===== src/rtl/clk_div_prog_multi.sv =====
// Multi-channel programmable integer clock divider with glitch-free ratio
// updates, per-channel tick strobes and a global phase-align strobe.
module clk_div_prog_multi #(
    parameter int N_CH        = 4,
    parameter int DIV_W       = 24,
    parameter int DEFAULT_DIV = 4,
    localparam int CH_W       = (N_CH > 1) ? $clog2(N_CH) : 1
) (
    input  logic             i_clk_in,
    input  logic             i_rst_n,
    input  logic             i_sync,
    input  logic             i_cfg_we,
    input  logic [CH_W-1:0]  i_cfg_ch,
    input  logic [DIV_W-1:0] i_cfg_div,
    output logic [N_CH-1:0]  o_clk_out,
    output logic [N_CH-1:0]  o_tick,
    output logic [N_CH-1:0]  o_pending
);

    localparam logic [DIV_W-1:0] DEF = DIV_W'(DEFAULT_DIV);
    localparam logic [DIV_W-1:0] ONE = DIV_W'(1);
    localparam logic [DIV_W-1:0] TWO = DIV_W'(2);

    logic [DIV_W-1:0] r_s   [N_CH];
    logic [DIV_W-1:0] r_d   [N_CH];
    logic [DIV_W-1:0] r_cnt [N_CH];
    logic [N_CH-1:0]  r_clk;
    logic [N_CH-1:0]  r_tick;
    logic [N_CH-1:0]  r_pend;

    logic [DIV_W-1:0] w_sp  [N_CH];
    logic [DIV_W-1:0] w_cn  [N_CH];
    logic [DIV_W-1:0] w_h   [N_CH];
    logic [N_CH-1:0]  w_wr;
    logic [N_CH-1:0]  w_sp_en;
    logic [N_CH-1:0]  w_wrap;
    logic [N_CH-1:0]  w_dis;

    always_comb begin
        for (int c = 0; c < N_CH; c++) begin
            w_wr[c]    = i_cfg_we && (i_cfg_ch == CH_W'(c));
            w_sp[c]    = w_wr[c] ? i_cfg_div : r_s[c];
            w_sp_en[c] = w_sp[c] >= TWO;
            w_dis[c]   = r_d[c] < TWO;
            w_wrap[c]  = r_cnt[c] == (r_d[c] - ONE);
            w_cn[c]    = r_cnt[c] + ONE;
            w_h[c]     = r_d[c] - (r_d[c] >> 1);
        end
    end

    // Ratio is only adopted at a period boundary (wrap), while disabled,
    // or on SYNC, so a running period is never cut short or stretched.
    always_ff @(posedge i_clk_in or negedge i_rst_n) begin
        if (!i_rst_n) begin
            for (int c = 0; c < N_CH; c++) begin
                r_s[c]   <= DEF;
                r_d[c]   <= DEF;
                r_cnt[c] <= DEF - ONE;
            end
            r_clk  <= '0;
            r_tick <= '0;
            r_pend <= '0;
        end else begin
            for (int c = 0; c < N_CH; c++) begin
                r_s[c] <= w_sp[c];
                if (i_sync || w_dis[c]) begin
                    r_d[c]    <= w_sp[c];
                    r_cnt[c]  <= w_sp_en[c] ? (w_sp[c] - ONE) : '0;
                    r_clk[c]  <= 1'b0;
                    r_tick[c] <= 1'b0;
                    r_pend[c] <= 1'b0;
                end else if (w_wrap[c]) begin
                    r_d[c]    <= w_sp[c];
                    r_cnt[c]  <= '0;
                    r_clk[c]  <= w_sp_en[c];
                    r_tick[c] <= w_sp_en[c];
                    r_pend[c] <= 1'b0;
                end else begin
                    r_cnt[c]  <= w_cn[c];
                    r_clk[c]  <= w_cn[c] < w_h[c];
                    r_tick[c] <= 1'b0;
                    r_pend[c] <= r_pend[c] | w_wr[c];
                end
            end
        end
    end

    assign o_clk_out = r_clk;
    assign o_tick    = r_tick;
    assign o_pending = r_pend;

endmodule

===== config.mk =====
export PLATFORM = sky130hd
export DESIGN_NAME = clk_div_prog_multi
export DESIGN_NICKNAME = d
export VERILOG_FILES = /design/src/rtl/clk_div_prog_multi.sv
export SDC_FILE = /design/constraint.sdc
export NUM_CORES = 1
export LEC_CHECK = 0
export CAP_MARGIN = 5
export CORE_ASPECT_RATIO = 1.5
export CORE_MARGIN = 2
export CORE_UTILIZATION = 25
export DETAILED_ROUTE_END_ITERATION = 10
export SYNTH_ARGS = -nofsm -noshare
export SYNTH_HDL_FRONTEND = slang
export SYNTH_SLANG_ARGS = --single-unit

===== constraint.sdc =====
create_clock -name i_clk_in -period 11.1 [get_ports i_clk_in]
set_clock_uncertainty 0.2 [all_clocks]
set_input_delay 2.22 -clock i_clk_in [delete_from_list [all_inputs] [get_ports i_clk_in]]
set_output_delay 2.22 -clock i_clk_in [all_outputs]
set_load 0.05 [all_outputs]

After elaboration in Yosys (flattened, before gate mapping). Cells that the tools add are included.

Register bits after elaboration: 300. Input port bits: 30. Logic and storage cells: 115.

$add $sub $neg: 16. Magnitude comparators: 12. Eq/ne operators: 7. Mux-type cells: 48. Bitwise gates (word level): 4. Reductions and logical operators: 13.

Operator list (number): $mux 24 (24); $sub 24x1->24 const B (8); $add 24x1->24 const B (4); $eq 24x24->1 (4); $ge 24x2->1 const B (4); $lt 24x2->1 const B (4); $lt 24x24->1 (4); $sub 24x23->24 (4); $mux 1 (24); $reduce_bool 2->1 (4); $eq 2x2->1 const B (2); $logic_and 1x1->1 (4); $logic_or 1x1->1 (4); $or 1x1->1 (4); $eq 2x1->1 const B (1); $logic_not 2->1 (1).

Depth between registers and ports, before layout.
Word-level depth: 6. Depth in mapped cells: 20. Mapped depth without buffers: 20.

Worst setup path after synthesis. Ideal clock, no wire load.

Path kind: input port to flip-flop. Start: in i_cfg_ch[0]. End: reg r_cnt[44] in the netlist's numbering. Setup time: 138 ps. Data arrival time: 5198 ps. Data required time: 10762 ps. Path slack: 5564 ps. Cell stages on the path: 17. Path buffers: 5. Path through: buf_4 > nand3b_1 > buf_2 > buf_2 > buf_1 > clkbuf_1 > nand2_1 > nand2_1 > inv_1 > ha_1 > inv_1 > or4b_1 > or2_2 > nor2b_1 > nand2_1 > xnor2_1 > o22ai_1.

RTL lines: start, declared (RTL line 13) `input logic [CH_W-1:0] i_cfg_ch,`; end signal, assigned by index (RTL line 58) `r_cnt[c] <= DEF - ONE;`; end signal, assigned by index (RTL line 68) `r_cnt[c] <= w_sp_en[c] ? (w_sp[c] - ONE) : '0;`; end signal, assigned by index (RTL line 79) `r_cnt[c] <= w_cn[c];`; end, declared (RTL line 26) `logic [DIV_W-1:0] r_cnt [N_CH];`.

==> impl_summary.md <==
Pwr
The share of total power consumed by net switching is 49.1%. The internal power of the cells totals 0.00489 W. Summed over all cells, the static leakage comes to 12.7 nW. VDD sags by at most 0.133 mV.

The analysis attributes to net switching a power of 0.00472 W. The completed layout was analyzed and its total power is 0.00960 W. Per report_power, the sequential group accounts for 21.1% of the total. The power density over cell area is 330 nW/um^2. In this run, the combinational gates consume 67.7% of the power. The clock network burns 11.3% of the power.

Hold path
The path class of the tightest hold or removal check is reg2reg. The startpoint of the most critical hold path is r_s[39]. Counting instances, the worst hold path has a depth of 2. The path with the worst hold slack has its endpoint at r_s[39].

STA
Derived from the worst setup path, the maximum achievable clock frequency is 170 MHz. The total count of max-transition violations in the final report is 0. The clock period minus final worst setup slack is 5900 ps.

The worst slew margin relative to its limit is 18.8%. Summed over all failing endpoints, the final setup total negative slack is 0 ps. The pin slew with the least headroom to its limit is 1220 ps. Setup violations remaining at the end of the flow were counted as 0. Setup repair after global routing left no endpoint under its margin. The total count of hold-check failures in the final report came to 0.

The final critical path takes up 53.1% of the cycle.

Worst setup path
Data on the critical path is required at its endpoint by 11,330 ps. The capture point of the worst reg-to-reg path is r_d[78]. At the worst endpoint, the arrival time is 6130 ps. The biggest fanout along the worst timing path is 24. The worst setup path is of the in2reg kind. The sort of element at the start of the critical path is an input port. The depth of the worst register-to-register path is 11. The setup check on the worst reg-to-reg path leaves a slack of 5950 ps. The worst setup path is captured at a flip-flop. The startpoint identified for the worst register-to-register timing path is r_d[74].

Finish
Relative to the synthesized area, the layout overhead comes to 11.6%. The final layout contains 3,320 nets. The final cell area excluding filler cells is 29,100 sq um. In the layout the commonest cells are sky130_fd_sc_hd__ha_1, sky130_fd_sc_hd__nand2_1, sky130_fd_sc_hd__dfrtp_1. Of the cells placed in the final design, the portion with a size suffix greater than 1 is 6.37%. The filler cell count in the final layout is 11,099. The number of diodes added for antenna fixing is 0. The library cell used most frequently in the layout, excluding fill and tap cells, is sky130_fd_sc_hd__ha_1. The end-of-flow core utilization is 28.0%.

Clocking
For this design, the sink count on the clock tree is 300. Gates resized during post-CTS repair numbered 0. No sink is reached through more buffers than the 3 on the longest clock path. The maximum level of the CTS H-tree is 1. After clock tree synthesis, the clock-pin slew on the worst setup and hold paths is 70 ps. The clock insertion delay at the later pin of the skew report is 600 ps. The tree is rooted in a sky130_fd_sc_hd__clkbuf_16.

The count of hold-fix buffers inserted at cts is 0. The number of buffers inserted during clock tree synthesis is 30. The setup fix buffers added after clock tree synthesis is 0. The clock tree from TritonCTS is done.

GRT
The largest net degree at the start of global routing is 83. For this run, the total global-route usage over all layers was measured as 14.4%. The leftover overflow at the end of global routing is 0. The first global-routing pass estimated 122,000 um of wire. The initial antenna violation count is 7. The number of global-route vias before repair is 22,078.

Route
The wire length per cell after detailed routing is 17.6 um. The mean number of vias per cell is 4.84. The remaining antenna violation count after routing is 0.

The first TritonRoute pass finished after 5 iterations. For this block, the via count after detailed routing is 21,279. The number of DRC markers in iteration 0 is 1,225. The detailed-route wire length is 77,500 um.

After detailed routing, the number of remaining DRC violations is 0.

Placement
The global placement routability congestion is 0.890. In this run the tool buffered the top-level ports with 41 buffer cells. After legalization and detailed placement, the total HPWL measured 62,100 um. After detailed placement, the total cell area comes to 28,000 sq um.

Yosys
In the synthesized netlist, the number of instances is 2,953. The share of the Yosys chip area taken by registers is 28.9%. The flip-flop and latch count after synthesis is 300. The unique cell type count in the Yosys netlist is 88. The total nets after synthesis is 3,299.

Of all flip-flops after synthesis, the portion carrying an async set or reset was 100%. The number of enable flip-flop cells after synthesis is 0. After synthesis the cells add up to 26,100 sq um.

The synthesized area divided by synthesized cell count is 8.82 sq um. The flip-flop cell with the highest count after synthesis is sky130_fd_sc_hd__dfrtp_1. Yosys printed 0 warnings.

Floorplan
The number of I/O pins is 42. The die height is 399 um. The area of the core is 104,000 sq um. The full die area is 107,000 sq um.

The starting density of the core is 25.1%. The x dimension of the die is 268 um. After floorplanning, the core was divided into 145 placement rows.

Outcome
The flow ran to the end, and the final reports show no timing, DRC or antenna violations.

Job
Max-cap violations in this run came to 0.
==> worst max-delay path, cell delays in order <==
cell	delay (ps)
sky130_fd_sc_hd__clkdlybuf4s50_1	690
sky130_fd_sc_hd__and3b_1	650
sky130_fd_sc_hd__nand2_1	140
sky130_fd_sc_hd__nand2_1	150
sky130_fd_sc_hd__inv_1	100
sky130_fd_sc_hd__ha_1	190
sky130_fd_sc_hd__or4_1	520
sky130_fd_sc_hd__or4_1	570
sky130_fd_sc_hd__nand2_1	710
sky130_fd_sc_hd__o2bb2ai_1	160
==> per-stage QoR <==
| step | cells | worst slack, ps | hold WS [ps] |
|---|---|---|---|
| finish | 4393 | 5200 | 334 |
| global route | 4393 | 4960 | 363 |
| CTS | 4393 | 5230 | 334 |
| detailed placement | 4338 | 4640 | 318 |
| global placement | 4338 | 4730 | 304 |
| floorplan | 2953 | 5560 | 272 |
==> Yosys cell counts (all sizes together) (21+ instances only) <==
cell | n | share of area [%]
o21ai | 67 | 1.3
o22ai | 38 | 0.91
mux2i | 80 | 3.1
nand2b | 24 | 0.58
dfrtp | 284 | 27
ha | 312 | 15
and3 | 36 | 0.86
mux2 | 67 | 2.9
buf | 30 | 0.72
a21oi | 113 | 2.2
o31ai | 27 | 0.78
nand3 | 105 | 2.0
or3 | 21 | 0.50
o2bb2ai | 47 | 1.6
xor2 | 129 | 4.3
xnor2 | 269 | 9.0
nor2 | 224 | 3.3
nand2 | 304 | 4.4
nand4 | 43 | 1.1
nor3 | 80 | 1.6
nor4 | 33 | 0.85
clkbuf | 39 | 0.56
inv | 239 | 3.4
nor2b | 37 | 0.89
==> routing by layer <==
metal | GRT usage [%] | wire length [um] | part of all wire, %
met1 | 15.8 | 30600 | 39
met2 | 27.1 | 40000 | 52
met3 | 1.21 | 2160 | 2.8
met5 | 0 | 51 | 0.066
met4 | 7.94 | 4660 | 6.0
==> flip-flops by register name, indices dropped and copies added (netlist names) <==
signal / count
o_clk_out: 4
r_d: 96
r_cnt: 96
o_tick: 4
r_s: 96
o_pending: 4
==> power groups by stage <==
stage	Sequential (W)	Clock [W]	Combinational [W]
finish	0.00202	0.00108	0.00650
global route	0.00207	0.00115	0.00731
global placement	0.00203	0	0.00637
detailed placement	0.00203	0	0.00646
CTS	0.00202	0.00110	0.00652
floorplan	0.00187	0	0.00497
==> final cells by class <==
cell class | instances | area (sq um) | area share [%]
clock buffer | 47 | 915 | 3.15
clock inverter | 8 | 126 | 0.435
inverter | 239 | 897 | 3.08
multi-input combinational | 2345 | 17300 | 59.6
sequential | 300 | 7530 | 25.9
tap | 1396 | 1750 | 6.01
timing repair buffer | 58 | 543 | 1.87
==> worst max path at each step <==
stage                 from        end  slack (ps)  cells after the start
2_1_floorplan  i_cfg_ch[0]  r_cnt[44]        5560                     17
3_3_place_gp   i_cfg_ch[0]  r_cnt[22]        4730                     12
3_5_place_dp   i_cfg_ch[0]  r_cnt[52]        4640                     10
4_1_cts        i_cfg_ch[0]  r_cnt[50]        5230                     10
5_1_grt        i_cfg_ch[0]  r_cnt[51]        4960                     10
6_report       i_cfg_ch[0]  r_cnt[50]        5200                     10
==> logic make-up after synthesis <==
family	count (synthesis)	share of synthesized area, %
flops	300	28.9
fa+ha+maj	316	15.3
xor+xnor	398	13.4
mux	147	5.97
simple gates	1001	18.9
buf+inv	308	4.73
compound gates	483	12.9
Power figures use the tool's default switching activity.
